File: config.mk
export PLATFORM = sky130hd
export DESIGN_NAME = bus_block_mover
export DESIGN_NICKNAME = d
export VERILOG_FILES = /design/src/rtl/bus_block_mover.sv
export SDC_FILE = /design/constraint.sdc
export NUM_CORES = 1
export LEC_CHECK = 0
export CORE_ASPECT_RATIO = 2
export CORE_MARGIN = 4
export CORE_UTILIZATION = 45
export CTS_CLUSTER_DIAMETER = 150
export CTS_CLUSTER_SIZE = 14
export DETAILED_ROUTE_END_ITERATION = 10
export GPL_ROUTABILITY_DRIVEN = 1
export PLACE_DENSITY = 0.77
export SKIP_LAST_GASP = 1
export SLEW_MARGIN = 20
export SYNTH_ARGS = -nofsm -noshare
export SYNTH_HDL_FRONTEND = slang
export SYNTH_SLANG_ARGS = --single-unit
File: constraint.sdc
create_clock -name clk -period 3.35 [get_ports clk]
set_input_delay 0.67 -clock clk [delete_from_list [all_inputs] [get_ports clk]]
set_output_delay 0.67 -clock clk [all_outputs]
set_load 0.005 [all_outputs]
File: src/rtl/bus_block_mover.sv
// Bus-initiator block mover: copies or fills a run of words over the shared
// single-port memory bus. Bus outputs are registered and set on state entry.
module bus_block_mover #(
  parameter int data_width    = 8,
  parameter int address_width = 16,
  parameter int len_width     = 16,
  parameter int read_latency  = 1
) (
  input  logic                     clk,
  input  logic                     reset,
  input  logic                     start,
  input  logic                     mode,
  input  logic [address_width-1:0] src_addr,
  input  logic [address_width-1:0] dst_addr,
  input  logic [len_width-1:0]     length,
  input  logic [data_width-1:0]    fill_value,
  input  logic                     abort,
  output logic                     busy,
  output logic                     done,
  output logic                     aborted,
  output logic [len_width-1:0]     words_done,
  output logic [address_width-1:0] bus_addr,
  output logic                     bus_wr,
  output logic [data_width-1:0]    bus_wdata,
  input  logic [data_width-1:0]    bus_rdata
);

  localparam int lat_w = (read_latency > 1) ? $clog2(read_latency) : 1;

  typedef enum logic [2:0] {IDLE, RD, WAIT, WR, FIN} state_t;

  state_t                   state;
  logic                     mode_q;
  logic [address_width-1:0] src_q;
  logic [address_width-1:0] dst_q;
  logic [len_width-1:0]     len_q;
  logic [data_width-1:0]    fill_q;
  logic [len_width-1:0]     idx;
  logic [lat_w-1:0]         wait_cnt;

  logic [len_width-1:0]     idx_inc;
  logic                     last_word;
  logic [address_width-1:0] dst_cur;
  logic [address_width-1:0] dst_next;
  logic [address_width-1:0] src_next;

  assign idx_inc   = idx + len_width'(1);
  assign last_word = (idx == len_q - len_width'(1));
  assign dst_cur   = dst_q + address_width'(idx);
  assign dst_next  = dst_q + address_width'(idx_inc);
  assign src_next  = src_q + address_width'(idx_inc);

  // Command fields are plain data: captured on an accepted start, never reset.
  always_ff @(posedge clk) begin
    if (state == IDLE && start) begin
      mode_q <= mode;
      src_q  <= src_addr;
      dst_q  <= dst_addr;
      len_q  <= length;
      fill_q <= fill_value;
    end
  end

  always_ff @(posedge clk) begin
    if (reset) begin
      state      <= IDLE;
      idx        <= '0;
      wait_cnt   <= '0;
      busy       <= 1'b0;
      done       <= 1'b0;
      aborted    <= 1'b0;
      words_done <= '0;
      bus_addr   <= '0;
      bus_wr     <= 1'b0;
      bus_wdata  <= '0;
    end else begin
      // Bus outputs default to idle; each transition sets what the next state drives.
      done      <= 1'b0;
      bus_wr    <= 1'b0;
      bus_wdata <= '0;
      bus_addr  <= '0;
      unique case (state)
        IDLE: begin
          if (start) begin
            idx        <= '0;
            words_done <= '0;
            aborted    <= 1'b0;
            busy       <= 1'b1;
            if (length == '0) begin
              state <= FIN;
              done  <= 1'b1;
            end else if (mode) begin
              state     <= WR;
              bus_addr  <= dst_addr;
              bus_wr    <= 1'b1;
              bus_wdata <= fill_value;
            end else begin
              state    <= RD;
              bus_addr <= src_addr;
            end
          end
        end
        RD: begin
          if (abort) begin
            state   <= FIN;
            done    <= 1'b1;
            aborted <= 1'b1;
          end else begin
            state    <= WAIT;
            wait_cnt <= lat_w'(read_latency - 1);
            bus_addr <= bus_addr;
          end
        end
        WAIT: begin
          if (abort) begin
            state   <= FIN;
            done    <= 1'b1;
            aborted <= 1'b1;
          end else if (wait_cnt == '0) begin
            state     <= WR;
            bus_addr  <= dst_cur;
            bus_wr    <= 1'b1;
            bus_wdata <= bus_rdata;
          end else begin
            wait_cnt <= wait_cnt - lat_w'(1);
            bus_addr <= bus_addr;
          end
        end
        WR: begin
          // The write presented this cycle always completes, even under abort.
          idx        <= idx_inc;
          words_done <= words_done + len_width'(1);
          if (abort || last_word) begin
            state   <= FIN;
            done    <= 1'b1;
            aborted <= abort;
          end else if (mode_q) begin
            bus_addr  <= dst_next;
            bus_wr    <= 1'b1;
            bus_wdata <= fill_q;
          end else begin
            state    <= RD;
            bus_addr <= src_next;
          end
        end
        FIN: begin
          state <= IDLE;
          busy  <= 1'b0;
        end
        default: begin
          state <= IDLE;
          busy  <= 1'b0;
        end
      endcase
    end
  end

endmodule

==> results of run 1 <==
synthesized netlist by cell type, types with 12 or more instances:
| cell type | number |
|---|---|
| dfxtp_1 | 63 |
| nor3_1 | 16 |
| nand3_1 | 43 |
| a22oi_1 | 20 |
| and3_1 | 12 |
| mux2_2 | 32 |
| o21ai_0 | 36 |
| inv_1 | 14 |
| edfxtp_1 | 57 |
| a21oi_1 | 57 |
| ha_1 | 34 |
| nand2_1 | 43 |
| xnor2_1 | 37 |
| clkbuf_1 | 31 |
| xor2_1 | 23 |
| nor2_1 | 63 |
per-layer routing:
| layer | wire, um | up-vias |
|---|---|---|
| li1 | - | 2945 |
| met1 | 6880 | 2942 |
| met3 | 977 | 67 |
| met5 | 0 | - |
| met4 | 1020 | 0 |
| met2 | 10900 | 202 |
area by class of cell:
| class | instances | area (um2) |
|---|---|---|
| fill | 1256 | 6260 |
| sequential | 120 | 2970 |
| tap | 198 | 248 |
| multi-input combinational | 551 | 3810 |
| clock inverter | 13 | 193 |
| inverter | 14 | 52.6 |
| timing repair buffer | 134 | 1300 |
| clock buffer | 19 | 453 |
final timing paths:
check                endpoint  slack [ns]
hold reg to reg   bus_addr[5]        0.48
setup reg to reg  bus_addr[1]        0.17
setup / recovery  bus_addr[1]        0.17
hold / removal    bus_addr[5]        0.48
report_power, final:
group	switching, mW	internal [mW]
registers	0.115	1.72
clock network	0.705	1.29
logic	0.532	0.436
tightest hold or removal path: stages (launching register included):
cell and delay, ns:
dfxtp_1 0.33, nand2_1 0.06, o221ai_1 0.06
stage by stage:
stage	instance area, um2	total power [mW]	TNS [ns]	cells
after floorplan	6970	2.42	0	724
after global placement	8370	2.80	0	1017
after detailed placement	8370	2.81	0	1017
after CTS	9010	4.81	0	1049
after global routing	9030	4.97	-0.0212	1049
final	9030	4.80	0	1049
flip-flops by register name (all words and copies together) (netlist names), 3 cells and up:
register,flops
dst_q,16
bus_addr,16
len_q,16
src_q,16
idx,16
fill_q,8
words_done,16
bus_wdata,8
state,3
logic make-up (layout without fill, tap and decap cells):
family / after synthesis / after routing / share of synthesized area [%]
muxes: 36 / 36 / 5.74
and+or+nand+nor: 227 / 227 / 16.4
AOI/OAI and AO/OA: 192 / 192 / 17.9
DFF: 120 / 120 / 42.6
xor gates and xnor gates: 60 / 60 / 7.54
buffers and inverters: 53 / 180 / 3.11
adders and majority gates: 36 / 36 / 6.68
cell usage in the layout, fill, tap and decap left out, types with 6 or more instances in the layout:
master,netlist,final
nand2_1,43,43
clkdlybuf4s50_1,0,112
mux2_2,32,32
nor2_1,63,62
nand3_1,43,42
nand4_1,6,6
a211oi_1,7,7
xnor2_1,37,36
clkbuf_16,0,17
nand2b_1,6,6
nor3_1,16,16
buf_4,0,21
a21oi_1,57,57
ha_1,34,33
inv_1,14,13
edfxtp_1,57,57
a222oi_1,6,6
o211ai_1,6,6
o21ai_0,36,36
xor2_1,23,23
a22oi_1,20,20
a21o_1,7,7
nor4_1,9,7
and3_1,12,11
a22o_1,8,8
dfxtp_1,63,62
==> metrics.md, run 1 <==
| Metric | Value |
|---|---|
| Run status | `finished, final reports clean` |
| Grt peak-use layer | `met2` |
| ANT cells | `0` |
| Root buffer cell | `clkbuf_16` |
| Pwr/cell area | `between 500 and 600 nW/um2` |
| Placement Rows | `64` |
| RR Startpoint | `len_q[0]` |
| Critical Path Start Type | `flip-flop` |
| Layout Area Growth over Synthesis | `29.6%` |
| Synth Area per Inst | `9.63 um2` |
| RD Place Congestion | `1.02` |
| CP max FO | `16` |
| Initial Util | `45.6%` |
| Initial antenna violation count | `0` |
| Die area | `17,700 um2` |
| Synthesized instance count | `approximately 720` |
| CP arrival | `around 3.5 ns` |
| Die width | `96.0 um` |
| Mapped Area | `around 7000 um2` |
| Crit Path Class | `flip-flop to flip-flop` |
| Vias in the first global route | `6,270` |
| YS warnings | `0` |
| Worst Max-Slew Pin Slew | `0.795 ns` |
| Crit path time final | `3.18 ns` |
| Hold Crit Depth | `2` |
| Hold-fix buffers, CTS | `0` |
| Max-slew violation count | `0` |
| Worst slack, placed | `~0.13 ns` |
| Cts repair resizes | `0` |
| DRT Pass-1 Iters | `8` |
| Final Util | `59.0%` |
| Relative slew slack | `46.6%` |
| Netlist cell types | `64` |
| Remaining DRCs | `0` |
| Min-Delay Startpoint | `bus_addr[5]` |
| Worst setup path start | `len_q[0]` |
| Antenna Nets Post-Route | `0` |
| Reg2reg path depth | `11` |
| Slowest stage cell, crit path | `or4b_4` |
| Seq/Total Area, Yosys | `about 43%` |
| Crit. End Element | `flip-flop` |
| Met2 Resource Use GR | `around 42%` |
| Starting DRC count in detailed routing | `357` |
| Nets | `around 940` |
| IO Pins | `113` |
| Largest net degree at the start of global routing | `43` |
| Peak supply drop | `about 0.33 mV` |
| Crit path largest cell delay | `around 0.54 ns` |
| Setup violators final | `0` |
| First-pass GRT wire length | `between 30,000 and 40,000 um` |
| Ranking of synthesized cells by area | `edfxtp_1, dfxtp_1, ha_1` |
| Grt total ovfl | `0` |
| Clock-pin slew on the worst setup and hold paths | `0.06 ns` |
| DR WL/cell | `around 19 um` |
| Crit-path leading delay family | `compound AO/OA/AOI/OAI gates` |
| Ys flop type | `dfxtp_1` |
| Post-synth EDFFs | `57` |
| Core ar. | `approximately 15,000 um2` |
| Post-Syn Nets | `829` |
| Min-delay worst type | `flip-flop to flip-flop` |
| CTS sink count | `120` |
| GRT Overall Usage | `22.9%` |
| Critical path depth | `11` |
| Met3 Usage GRT | `5.33%` |
| Total number of vias | `just over 6,000` |
| H-tree levels | `4` |
| Post-DP HPWL | `14,700 um` |
| M1 GR Usage | `22.2%` |
| Final hold viol count | `0` |
| Leakage power | `~3.4 nW` |
| MaxCap Viol Count | `0` |
| Hold_ws | `0.479 ns` |
| Top-area cell type share of the netlist area | `24.6%` |
| Worst skew pair latency | `0.42 ns` |
| FF+latch count, synth | `120` |
| Buf/Inv on CP | `2` |
| DR vias/cell | `around 6` |
| RSZ-0062 raised after global routing | `yes` |
| CTS Buf Count | `17` |
| Worst Skew | `0.00858 ns` |
| Fin crit share | `95.0%` |
| Die Span Y | `184 um` |
| Port bufs | `~110` |
| Post-synth top area cell | `edfxtp_1` |
| WP data required | `3.66 ns` |
| Clock Tree Buf Depth | `2` |
| F_max | `~310 MHz` |
| Post CTS Setup Buffer Count | `0` |
| WL final | `19,800 um` |
| Setup ws final | `0.167 ns` |
| Asr flop ratio synth | `0%` |
| CTS tree | `yes` |
| Fraction of layout cells with a size suffix above 1 | `12.5%` |
| Worst path cell trace | `inv_1, ha_1, or4b_4, nor4b_4, o21ai_1, o211ai_1, o21ai_2, o21a_1, buf_12, a221o_1, a22o_1` |
(Power assumes the default switching activity.)
==> inputs of run 2 (changes only) <==
- CORE_ASPECT_RATIO: 2 -> 0.75
- CORE_UTILIZATION: 45 -> 49
- PLACE_DENSITY: 0.77 -> 0.82
- SLEW_MARGIN: 20 -> 10
==> metrics.md, run 2 (synthesis results as in run 1) <==
| Metric | Value |
|---|---|
| Total number of vias | `approximately 6,300` |
| F_max | `317 MHz` |
| Crit Path Class | `flip-flop to flip-flop` |
| WL final | `~20,000 um` |
| Worst path cell trace | `inv_1, ha_1, or4b_4, nor4b_4, o21ai_1, o211ai_1, o21ai_2, o21a_2, buf_12, or3_1, a21oi_1` |
| Final setup TNS | `0 ns` |
| Crit path time final | `3.15 ns` |
| CP max FO | `13` |
| Clock Tree Buf Depth | `2` |
| Crit path largest cell delay | `0.54 ns` |
| Area of the multi-input gates | `3830 um2` |
| Worst skew pair latency | `0.43 ns` |
| Antenna Nets Post-Route | `0` |
| Worst Max-Slew Pin Slew | `0.705 ns` |
| Critical Path Start Type | `flip-flop` |
| Remaining DRCs | `0` |
| ANT cells | `0` |
| Peak supply drop | `a little under 0.4 mV` |
| Max-slew violation count | `0` |
| RD Place Congestion | `0.925` |
| Commonest non-fill, non-tap cell in the layout | `clkdlybuf4s50_1` |
| DRT Pass-1 Iters | `6` |
| Fraction of layout cells with a size suffix above 1 | `13.3%` |
| CTS tree | `yes` |
| MaxCap Viol Count | `0` |
| Run status | `finished, final reports clean` |
| Crit. End Element | `flip-flop` |
| Buf/Inv on CP | `2` |
| H-tree levels | `4` |
| Cell Area, Placed | `8350 um2` |
| Power Total | `between 4 and 5 mW` |
| Largest net degree at the start of global routing | `40` |
| Fillcell total | `1,089` |
| Setup violators final | `0` |
| WP data required | `3.70 ns` |
| DR WL/cell | `19.0 um` |
| Min-delay worst type | `flip-flop to flip-flop` |
| Port bufs | `112` |
| DR vias/cell | `6.10` |
| Register area | `2980 um2` |
| First-pass GRT wire length | `32,000 um` |
| Final hold viol count | `0` |
| RSZ-0062 raised after global routing | `no` |
| Initial Util | `50.4%` |
| Vias in the first global route | `6,244` |
| Relative slew slack | `53.0%` |
| Grt total ovfl | `0` |
| Layout Area Growth over Synthesis | `28.7%` |
| GRT Overall Usage | `24.2%` |
| Core ar. | `13,800 um2` |
| Final Cell Area | `8970 um2` |
| Leakage power | `3.36 nW` |
| IO Pins | `113` |
| Final Util | `64.8%` |
| Root buffer cell | `clkbuf_16` |
| Slowest stage cell, crit path | `or4b_4` |
| CP arrival | `3.51 ns` |
| Clock-pin slew on the worst setup and hold paths | `0.06 ns` |
| Nets | `946` |
| Worst Skew | `0.00686 ns` |
| Initial antenna violation count | `0` |
| Die area | `around 16,000 um2` |
| Die width | `146 um` |
| Crit-path leading delay family | `simple AND/OR/NAND/NOR gates` |
| Die Span Y | `111 um` |
| Fin crit share | `94.1%` |
| Worst slack, placed | `0.157 ns` |
| Starting DRC count in detailed routing | `503` |
| Commonest cells after routing, fill and taps aside | `clkdlybuf4s50_1, nor2_1, dfxtp_1, edfxtp_1, a21oi_1` |
| CTS Buf Count | `17` |
| Placement Rows | `37` |
| Setup ws final | `0.196 ns` |
| Post-DP HPWL | `13,900 um` |
| Pwr/cell area | `512 nW/um2` |
| CTS sink count | `120` |
==> run 2: per-stage QoR <==
step	std cells	hold WS, ns
after floorplan	724	0.457
after global placement	996	0.461
after detailed placement	996	0.469
after CTS	1028	0.484
after global routing	1029	0.504
final	1029	0.479
==> run 2: layer usage <==
layer,wire length (um),vias up,share of wire [%],track usage [%]
li1,-,2949,-,-
met1,8810,2993,45,32.6
met2,8460,294,43,36.0
met3,1820,44,9.3,7.64
met4,501,0,2.6,9.74
met5,0,-,0,0
==> run 2: cell type report <==
class,instances,share of cell area [%]
Multi-Input combinational cell,551,42.6
Sequential cell,120,33.2
Timing Repair Buffer,137,14.7
Clock buffer,19,5.30
Tap cell,175,2.44
Clock inverter,13,1.16
Inverter,14,0.586
==> run 2: timing repair <==
action	4_1_cts	5_1_grt
buffers inserted	0	1
endpoints found under the setup margin	0	6
gates resized for setup	0	12
hold buffers	0	0
==> run 2: power by group <==
group / switching, mW / internal (mW) / leakage, nW
combinational: 0.525 / 0.437 / 2.01
clock: 0.743 / 1.05 / 0.292
sequential: 0.118 / 1.72 / 1.05
==> run 2: worst reg2reg max path: cells and delay by family (launching register included) <==
kind,cells,cell delay [ns]
adder cells (fa/ha/maj),1,0.26
flip-flops,1,0.45
buffers and inverters,2,0.26
AND/OR/NAND/NOR,3,1.25
AO/OA/AOI/OAI,5,0.86
==> run 2: worst paths after layout <==
| check | startpoint | endpoint | slack, ns | cells after the start |
|---|---|---|---|---|
| worst max register to register | len_q[0] | aborted | 0.20 | 11 |
| worst max-delay path | len_q[0] | aborted | 0.20 | 11 |
| worst min-delay path | bus_addr[9] | bus_addr[9] | 0.48 | 1 |
| worst min register to register | bus_addr[9] | bus_addr[9] | 0.48 | 1 |
